`src/rtl/demux_hs.sv`:
```
// Registered 1-to-N demultiplexer with valid/ready handshake and broadcast.
// Each channel owns a one-word slot; invalid selects are dropped and counted.

module demux_hs_slot #(
  parameter int WIDTH = 8
) (
  input  logic             clk,
  input  logic             rst_n,
  input  logic             load,
  input  logic             drain,
  input  logic [WIDTH-1:0] din,
  output logic             valid,
  output logic [WIDTH-1:0] data
);
  logic             valid_q, valid_d;
  logic [WIDTH-1:0] data_q, data_d;

  // Load wins over drain so a slot emptied this cycle can be refilled at the same edge.
  always_comb begin
    valid_d = valid_q;
    data_d  = data_q;
    if (load) begin
      valid_d = 1'b1;
      data_d  = din;
    end else if (drain) begin
      valid_d = 1'b0;
    end
  end

  always_ff @(posedge clk or negedge rst_n) begin
    if (!rst_n) begin
      valid_q <= 1'b0;
      data_q  <= '0;
    end else begin
      valid_q <= valid_d;
      data_q  <= data_d;
    end
  end

  assign valid = valid_q;
  assign data  = data_q;
endmodule

module demux_hs #(
  parameter  int WIDTH = 8,
  parameter  int N_OUT = 4,
  localparam int SEL_W = $clog2(N_OUT)
) (
  input  logic                   clk,
  input  logic                   rst_n,
  input  logic [WIDTH-1:0]       in_data,
  input  logic [SEL_W-1:0]       in_sel,
  input  logic                   in_bcast,
  input  logic                   in_valid,
  output logic                   in_ready,
  output logic [N_OUT*WIDTH-1:0] out_data,
  output logic [N_OUT-1:0]       out_valid,
  input  logic [N_OUT-1:0]       out_ready,
  output logic                   err_sel,
  output logic [7:0]             drop_cnt
);
  localparam int NP = 1 << SEL_W;
  localparam logic [SEL_W:0] N_LIM = (SEL_W+1)'(N_OUT);

  logic [N_OUT-1:0] free, load;
  logic [NP-1:0]    free_pad;
  logic             sel_ok, accept, drop;
  logic             err_sel_q, err_sel_d;
  logic [7:0]       drop_cnt_q, drop_cnt_d;

  // free_pad covers every encodable select so the lookup never indexes past N_OUT.
  always_comb begin
    free     = ~out_valid | out_ready;
    free_pad = NP'(free);
    sel_ok   = {1'b0, in_sel} < N_LIM;
    if (in_bcast)    in_ready = &free;
    else if (sel_ok) in_ready = free_pad[in_sel];
    else             in_ready = 1'b1;
    accept     = in_valid & in_ready;
    drop       = accept & ~in_bcast & ~sel_ok;
    err_sel_d  = drop;
    drop_cnt_d = drop_cnt_q;
    if (drop && drop_cnt_q != 8'hFF) drop_cnt_d = drop_cnt_q + 8'd1;
  end

  always_ff @(posedge clk or negedge rst_n) begin
    if (!rst_n) begin
      err_sel_q  <= 1'b0;
      drop_cnt_q <= '0;
    end else begin
      err_sel_q  <= err_sel_d;
      drop_cnt_q <= drop_cnt_d;
    end
  end

  for (genvar i = 0; i < N_OUT; i++) begin : g_ch
    assign load[i] = accept & (in_bcast | (sel_ok & (in_sel == SEL_W'(i))));
    demux_hs_slot #(.WIDTH(WIDTH)) u_slot (
      .clk   (clk),
      .rst_n (rst_n),
      .load  (load[i]),
      .drain (out_ready[i]),
      .din   (in_data),
      .valid (out_valid[i]),
      .data  (out_data[i*WIDTH +: WIDTH])
    );
  end

  assign err_sel  = err_sel_q;
  assign drop_cnt = drop_cnt_q;
endmodule

```
`config.mk`:
```
export PLATFORM = sky130hd
export DESIGN_NAME = demux_hs
export DESIGN_NICKNAME = d
export VERILOG_FILES = /design/src/rtl/demux_hs.sv
export SDC_FILE = /design/constraint.sdc
export NUM_CORES = 1
export LEC_CHECK = 0
export ABC_AREA = 1
export ABC_CLOCK_PERIOD_IN_PS = 1500
export CAP_MARGIN = 20
export CORE_MARGIN = 4
export CORE_UTILIZATION = 43
export DETAILED_ROUTE_END_ITERATION = 10
export PLACE_DENSITY_LB_ADDON = 0.3
export SLEW_MARGIN = 20
export SYNTH_ARGS = -nofsm -noshare
export SYNTH_HDL_FRONTEND = slang
export SYNTH_HIERARCHICAL = 1
export SYNTH_SLANG_ARGS = --single-unit
export TNS_END_PERCENT = 10
```
`constraint.sdc`:
```
create_clock -name clk -period 1.5 [get_ports clk]
set_input_delay 0.3 -clock clk [delete_from_list [all_inputs] [get_ports clk]]
set_output_delay 0.3 -clock clk [all_outputs]
set_load 0.03 [all_outputs]
```
# After elaboration in Yosys (flattened, before gate mapping)
# Cells that the tools add are included.
# classes
order_cmp	1
eq_ne	3
muxes	11
n_bitwise	11
n_reduce_logical	6
# ops
operator	n
1-bit 2-to-1 mux	10
2-bit nonzero test	4
1-bit bitwise AND	5
2-bit == test (second input constant)	2
4-bit NOT	1
1-bit bitwise OR	4
4-bit bitwise OR	1
4-bit AND reduction	1
2-bit by 3-bit < comparator with 1-bit output (second input constant)	1
1-bit binary-select mux with 2-bit select	1
2-bit by 1-bit == test with 1-bit output (second input constant)	1
2-bit logical NOT	1
# totals
reg_bits	36
in_bits	18
out_inout_bits	46

# Logic depth before layout (Yosys ltp)
# depth
ltp_word	8
mapped_depth	12
ltp_nobuf	11

# Cells and area by module
# The synthesis kept the hierarchy.
# modules_own_cells
module	n_inst	cells_per_inst	area_each_um2
demux_hs_slot	4	38	341.6
demux_hs	1	45	224.0

# Worst setup path after synthesis
# OpenSTA, ideal clock, no wires.
# synth_timing
kind	flip-flop to flip-flop
start	register g_ch[3].u_slot.valid_q
end	register g_ch[0].u_slot.data_q[0]
setup_time_ns	0.118
arrival_ns	1.333
required_ns	1.382
setup_slack_ns	0.050
path_stages_with_launch	12
synth_period_minus_slack_ns	1.450
cell_sequence	dfrtp_1 nand2_1 nor2_1 nor2_1 nand2_1 nand2_2 nand3_2 nor2_1 buf_6 inv_2 nand2_1 nand2_1
# synth_between
elab_chain_cells	7
# synth_lines
item	line_no	text
start, declared	15	logic valid_q, valid_d;
start signal, assigned	35	valid_q <= valid_d;
4-bit NOT (*)	73	free = ~out_valid | out_ready;
4-bit bitwise OR (*)	73	
1-bit binary-select mux with 2-bit select	77	else if (sel_ok) in_ready = free_pad[in_sel];
1-bit 2-to-1 mux (implied by the code)	77	
1-bit 2-to-1 mux (*)	76	if (in_bcast) in_ready = &free;
1-bit bitwise AND (*)	79	accept = in_valid & in_ready;
1-bit bitwise AND (*)	97	assign load[i] = accept & (in_bcast | (sel_ok & (in_sel == SEL_W'(i))));
net load[0]	65	logic [N_OUT-1:0] free, load;
end signal, assigned	36	data_q <= data_d;
end, declared	16	logic [WIDTH-1:0] data_q, data_d;
# Mark *: on every way through the listed nets, which the timed path passes. The rest lies on a longest branch. The select of a mux whose other input is x is not followed.
# A chain may end at the register's enable or synchronous reset.

# Worst setup path in the final report
# layout_timing
start	register g_ch[0].u_slot.valid_q
end	output port in_ready
# layout_between
elab_chain_cells	5
# layout_lines
item	line_no	text
start, declared	15	
start signal, assigned	35	
4-bit NOT (*)	73	
4-bit bitwise OR (*)	73	
1-bit binary-select mux with 2-bit select	77	
1-bit 2-to-1 mux (implied by the code)	77	
1-bit 2-to-1 mux (*)	76	
end, declared	55	output logic in_ready,
# Mark *: on every way between the ends. The rest lies on a longest branch, timed or not. The select of a mux whose other input is x is not followed.

==> impl_summary.log <==
[metrics] run status: finished with violations
[metrics] failing checks: negative setup slack
[metrics] total routing usage reported by global routing: 18.4%
[metrics] Routed Wire Length: 3830 µm
[metrics] antenna diode instance count: 0
[metrics] sequential-to-total area share from yosys stat: 56.6%
[metrics] standard cell core area: 3440 µm²
[metrics] portion of the clock cycle consumed by the worst path in the final layout: 106%
[metrics] number of inserted filler cells in the final layout: 336
[metrics] number of distinct library cells after synthesis: 13
[metrics] routability congestion estimate: 0.818
[metrics] maximum root-to-sink buffer count: 2
[metrics] total CTS buffers: 5
[metrics] clock transition at the register clock pins on the worst setup and hold paths after CTS: 0.07 ns
[metrics] global routing met3 resource utilization: 8.10%
[metrics] library cell used as clock root buffer: sky130_fd_sc_hd__clkbuf_8
[metrics] TritonCTS clock tree: done
[metrics] least setup slack across all paths after layout: -0.0940 ns
[metrics] starting utilization of the core area: 46.2%
[metrics] aggregate global routing overflow: 0
[metrics] number of rows in the core area: 21
[metrics] power after layout: 3.29 mW
[metrics] number of DRC violations after detailed-routing iteration 0: 32
[metrics] number of nets in the final layout: 284
[metrics] final core occ: 66.6%
[metrics] setup repair after global routing missed its margin: yes
[metrics] Crit Path Class: flop to output port
[metrics] number of detailed-routing iterations run before antenna repair: 4
[metrics] Sequential cell area: 901 µm²
[metrics] Final setup violation count: 25
[metrics] Post-CTS Hold Buffers: 0
[metrics] post-synthesis instance area: 1590 µm²
[metrics] P_leak: 1.32 nW
[metrics] global-route wire length before repair: 6240 µm
[metrics] required time of the critical path: 1.20 ns
[metrics] kind of launch point of the worst setup path: flop
[metrics] die extent in x: 68.8 µm
[metrics] final critical delay including setup and external delays: 1.59 ns
[metrics] Hold Crit Class: input port to async pin
[metrics] CTS H-tree lvls: 2
[metrics] Mean Syn Cell Area: 8.07 µm²
[metrics] FMAX: 627 MHz
[metrics] pin count of the biggest net entering global routing: 37
[metrics] worst vdd rail ir drop: 0.000860 V
[metrics] cell count after synthesis: 197
[metrics] arrival time at the worst endpoint: 1.29 ns
[metrics] Die Y: 68.8 µm
[metrics] crit end category: output port
[metrics] estimated wirelength of the detail-placed design: 2720 µm
[metrics] largest incremental delay on the critical path: 0.40 ns
[metrics] power density relative to cell area: 1430 nW/µm²
[metrics] largest fanout on the critical path: 3
[metrics] layout-stage area growth over the synthesis result: 44.1%
[metrics] share of layout cells above drive strength 1: 14.7%
[metrics] # clock sinks: 36
[metrics] average routed wire per standard cell: 12.3 µm
[metrics] CP Cell Sequence: nand2_2 > nor2_1 > nor2_1 > nand2_1 > nand2_2 > and2_4 > buf_6
[metrics] routed via count divided by cell count: 4.52
[metrics] count of endpoints failing hold in the final timing report: 0
[metrics] initial antenna violation count: 0
[metrics] number of maximum-capacitance violations: 0
[metrics] vias in the first global route: 1324
[metrics] setup skew after layout: 0.00294 ns
[metrics] Total Die Area: 4740 µm²
[metrics] vias after detailed routing: 1409
[metrics] Post-DRT Antenna Nets: 0
[metrics] number of input and output port buffers inserted: 54
[metrics] count of yosys warnings during synthesis: 6
[metrics] met1 Use GR: 23.5%
[metrics] clock insertion delay at the later pin of the skew report: 0.28 ns
[metrics] I/O pin total: 64
[metrics] fin. max-slew vios: 0
[metrics] layer with the highest usage after global routing: met2
[metrics] CP max-delay cell: sky130_fd_sc_hd__dfrtp_1
[metrics] multi-input combinational cell area: 578 µm²
[metrics] flop and latch count out of synthesis: 36
[metrics] met2 track utilization from global routing: 27.4%
[metrics] total DRC errors in the routed layout: 0
[worst max-delay path: cells and delay by family, from the launching register on]
| family | cells | cell delay (ns) |
|---|---|---|
| simple gates | 6 | 0.49 |
| flops | 1 | 0.40 |
| buf+inv | 1 | 0.12 |
[metrics by stage]
step	hold WS [ns]	cells	setup TNS, ns	worst slack (ns)	area (µm²)
floorplan	0.00441	205	0	0.0497	1620
global placement	0.453	302	-13.15	-0.388	2190
detailed placement	0.459	302	-13.29	-0.396	2190
CTS	0.383	310	-0.124	-0.108	2260
global route	0.388	312	-4.28	-0.175	2290
finish	0.383	312	-0.582	-0.0940	2290
[logic make-up after synthesis]
group / share of synthesized area (%)
compound gates: 1.26
buf+inv: 10.6
simple gates: 31.2
other cells: 0.236
flops: 56.6
[area by class of cell]
cell class / count / share of cell area (%)
sequential: 36 / 39.3
multi-input combinational: 141 / 25.2
clock buffer: 7 / 4.21
tap: 46 / 2.51
timing repair buffer: 67 / 26.3
inverter: 15 / 2.46
[metal layers]
layer / routed length [µm] / vias to the layer above
met3: 366 / 2
met5: 0 / -
met2: 1770 / 51
met4: 13 / 0
li1: - / 705
met1: 1680 / 651
[cells in the mapped netlist]
master,number,area (µm²)
sky130_fd_sc_hd__a21oi_1,4,20.0
sky130_fd_sc_hd__and2_1,1,6.26
sky130_fd_sc_hd__buf_4,9,67.6
sky130_fd_sc_hd__buf_6,4,45.0
sky130_fd_sc_hd__conb_1,1,3.75
sky130_fd_sc_hd__dfrtp_1,36,901
sky130_fd_sc_hd__inv_1,9,33.8
sky130_fd_sc_hd__inv_2,6,22.5
sky130_fd_sc_hd__nand2_1,113,424
sky130_fd_sc_hd__nand2_2,2,12.5
sky130_fd_sc_hd__nand3_2,1,10.0
sky130_fd_sc_hd__nand4_1,1,6.26
sky130_fd_sc_hd__nor2_1,10,37.5
[placed cells by master (no fill, tap or decap)]
cell type / n
sky130_fd_sc_hd__nor2_2: 4
sky130_fd_sc_hd__conb_1: 9
sky130_fd_sc_hd__nand3_2: 1
sky130_fd_sc_hd__nand4_1: 1
sky130_fd_sc_hd__buf_6: 1
sky130_fd_sc_hd__nand2_1: 110
sky130_fd_sc_hd__nand2_2: 5
sky130_fd_sc_hd__nor2_1: 5
sky130_fd_sc_hd__and2_4: 1
sky130_fd_sc_hd__clkbuf_8: 7
sky130_fd_sc_hd__clkdlybuf4s15_1: 2
sky130_fd_sc_hd__dlygate4sd2_1: 40
sky130_fd_sc_hd__buf_12: 1
sky130_fd_sc_hd__clkdlybuf4s50_1: 11
sky130_fd_sc_hd__nor2_4: 1
sky130_fd_sc_hd__inv_1: 9
sky130_fd_sc_hd__buf_4: 12
sky130_fd_sc_hd__inv_2: 6
sky130_fd_sc_hd__dfrtp_1: 36
sky130_fd_sc_hd__a21oi_1: 4
[power by group]
part / total (mW) / internal [mW] / switching [mW]
Sequential: 1.31 / 1.19 / 0.121
Clock: 0.727 / 0.409 / 0.318
Combinational: 1.24 / 0.405 / 0.840
[path summary, 6_finish.rpt]
check	from	to	slack [ns]	depth (start not counted)
hold reg to reg	g_ch[3].u_slot/data[2]	g_ch[3].u_slot/data[2]	0.47	2
setup / recovery	g_ch[0].u_slot/valid	in_ready	-0.09	7
max in group asynchronous	rst_n	g_ch[2].u_slot/data[7]	0.94	2
hold / removal	rst_n	g_ch[3].u_slot/data[4]	0.38	2
min in group clk	out_ready[2]	g_ch[2].u_slot/valid	0.39	4
setup reg to reg	g_ch[0].u_slot/valid	g_ch[2].u_slot/data[4]	-0.04	11
[sequential cells by signal, summed over array words and instances (netlist names)]
register / flops
g_ch.u_slot/data: 32
g_ch.u_slot/valid: 4
[repair_timing]
action	CTS	global route
endpoints found under the setup margin	70	37
resized for setup	47	8
pin swaps	5	1
setup buffers	1	2
(Power assumes the default switching activity.)
==> RTL change, RTL diff (same settings) <==
Set the parameter `N_OUT` to 2 (it was 4).
--- a/src/rtl/demux_hs.sv
+++ b/src/rtl/demux_hs.sv
@@ -43,7 +43,7 @@
 
 module demux_hs #(
   parameter  int WIDTH = 8,
-  parameter  int N_OUT = 4,
+  parameter  int N_OUT = 2,
   localparam int SEL_W = $clog2(N_OUT)
 ) (
   input  logic                   clk,
Interface: changed (resized in_sel, out_data, out_ready and out_valid); port bits go from 64 to 43. The function was not compared with the original's and may differ.
==> RTL change against the unedited design <==
  * Worst hold slack got worse by 0.056 ns
  * Sequential cell count decreased by 18
  * Sequential share of layout area decreased by 2.2 points
  * Cell area decreased by 47%
  * Wire length decreased by 51%
  * Power decreased by 54%
  * Synthesized area decreased by 47%
  * Worst setup slack improved by 0.13 ns
  * Largest power group unchanged
  * Highest routed layer unchanged
==> RTL change: results (changes against the unedited design) <==
CTS
  – Clock Latency Late Sink: 0.28 ns (about the same)
  – Clk buf depth: 2 (unchanged)
  – CTS buffer count: 3 (-2)
  – H-tree Lvls: 1 (-1)
  – Clock-pin slew on the worst setup and hold paths: 0.10 ns (+0.03 ns)
  – Root buffer cell: clkbuf_4

Synthesis
  – Synth top cells by count: 58 x nand2_1, 18 x dfrtp_1, 10 x inv_1
  – Post-synth ARST share: 100.0% (unchanged)
  – Mapped Cells: 105 (-47%)
  – Netlist cell types: 11 (-2)
  – Main synth FF type: dfrtp_1
  – Syn. warnings: 6 (unchanged)
  – Top post-synthesis cells by area: dfrtp_1 54%, nand2_1 26%, buf_4 8.1%
  – Sequential fraction of the synthesis area: 53.89% (-2.8 points)

Cells and area
  – Fillers: 155 (-54%)
  – Share of cells above drive strength 1: 13.89% (-0.77 points)
  – Non-Filler Instances: 169 (-46%)
  – Antenna cells: 0 (unchanged)
  – Max reg flops: 16 (-50%)
  – Layout Nets: 160 (-44%)

Place
  – Setup WS pre-CTS: -0.07524 ns (+0.3205 ns)
  – Post-Place Cell Area: 1157 um^2 (-47%)
  – Detailed Place HPWL: 1475 um (-46%)
  – Dpl cells: 163 (-46%)
  – RD Place Congestion: 0.7576 (-7.4%)
  – # port buffers: 33 (-39%)

Timing
  – Fmax: 681.4 MHz (+8.6%)
  – Setup Skew: 0.005933 ns (+0.002996 ns)

Pwr
  – P_leak: 0.7287 nW (-45%)
  – Max rail drop VDD: 881.6 uV (+2.5%)

Worst setup path
  – Critical Path Fanout Max: 3 (unchanged)
  – CP arrival: 1.17 ns (-0.12 ns)
  – R2R Path Start: g_ch[0].u_slot/valid
  – Reg-to-reg slack, setup: 0.24 ns (+0.28 ns)
  – CP Launch Point: g_ch[1].u_slot/valid

Global route
  – Vias in the first global route: 700 (-47%)
  – Total GRT Usage: 15.35% (-3.0 points)
  – Initial antenna violation count: 0 (unchanged)
  – First-pass GRT wire length: 3105 um (-50%)
  – Pin count of the biggest net entering global routing: 19 (-49%)

Status
  – Outcome: completed

Detailed routing
  – Via count: 729 (-48%)
  – Router iterations before antenna repair: 3 (-1)
  – DR iter-0 viols: 1 (-97%)
  – Drt wl/cell: 11.04 um (-10%)

Flow run
  – Max_cap viols: 0 (unchanged)

Worst hold path
  – Worst Hold Class: input pin to asynchronous set/reset pin
## RTL change: cell types whose count changed in the layout (fill, tap and decap cells not counted), sizes merged, moves of 3 or more
cell and change:
a21oi -4, buf -8, clkbuf -3, dfrtp -18, dlygate4sd2 -22, dlymetal6s2s +3
inv -3, nand2 -57, nor2 -8
## RTL change: cells by family (layout without fill, tap and decap cells)
family	after synthesis	in the layout	synth area share, %
simple gates	63	63	29.49
buf+inv	23	54	16.17
flops	18	18	53.89
other cells	1	9	0.4487
## RTL change: worst paths after layout
| check | to | cells after the start |
|---|---|---|
| setup / recovery | in_ready | 5 |
| hold / removal | g_ch[1].u_slot/data[3] | 2 |
| setup reg to reg | g_ch[1].u_slot/data[4] | 9 |
| hold reg to reg | g_ch[0].u_slot/data[3] | 2 |
| max in group asynchronous | g_ch[0].u_slot/data[4] | 2 |
| min in group clk | g_ch[1].u_slot/valid | 4 |
## RTL change: cell type report
cell class / count / area [um^2] / share of cell area, %
timing repair buffer: 38 / 354.1 / 29.21
multi-input combinational: 72 / 295.3 / 24.36
clock buffer: 4 / 36.28 / 2.993
inverter: 12 / 45.04 / 3.715
tap: 25 / 31.28 / 2.580
sequential: 18 / 450.4 / 37.15
## RTL change: what timing repair did
| item | in CTS | in global routing |
|---|---|---|
| pin swaps | 2 | 4 |
| gates cloned | 0 | 0 |
| gates resized for setup | 21 | 10 |
| endpoints found under the setup margin | 19 | 1 |
| setup buffers | 0 | 2 |
## RTL change: per-layer routing
metal,global-route usage [%],vias up,share of wire (%)
li1,-,368,-
met1,19.09,328,42
met2,25.94,31,49
met3,4.298,2,9.3
met4,3.930,0,0.27
met5,0,-,0
## RTL change: power by group
group	internal (mW)	leakage, nW	switching (mW)
clock	0.148	0.0210	0.140
sequential	0.583	0.222	0.0527
combinational	0.201	0.486	0.398
total	0.931	0.729	0.591
## RTL change: critical path: stages, from the launching register on
cell,delay (ns)
dfrtp_1,0.38
inv_1,0.06
nor2_2,0.10
nand2_2,0.07
and2_4,0.16
buf_6,0.13
## RTL change: through the flow
step / TNS (ns) / util (%) / hold WS [ns] / total power [mW]
final: 0 / 68.00 / 0.3272 / 1.522
after global routing: -0.07577 / 68.00 / 0.3346 / 1.622
after CTS: -0.04205 / 65.96 / 0.3238 / 1.526
after detailed placement: -0.08814 / 64.91 / 0.4619 / 1.303
after global placement: -0.03171 / 64.91 / 0.4556 / 1.290
after floorplan: 0 / - / 0.004409 / 1.028
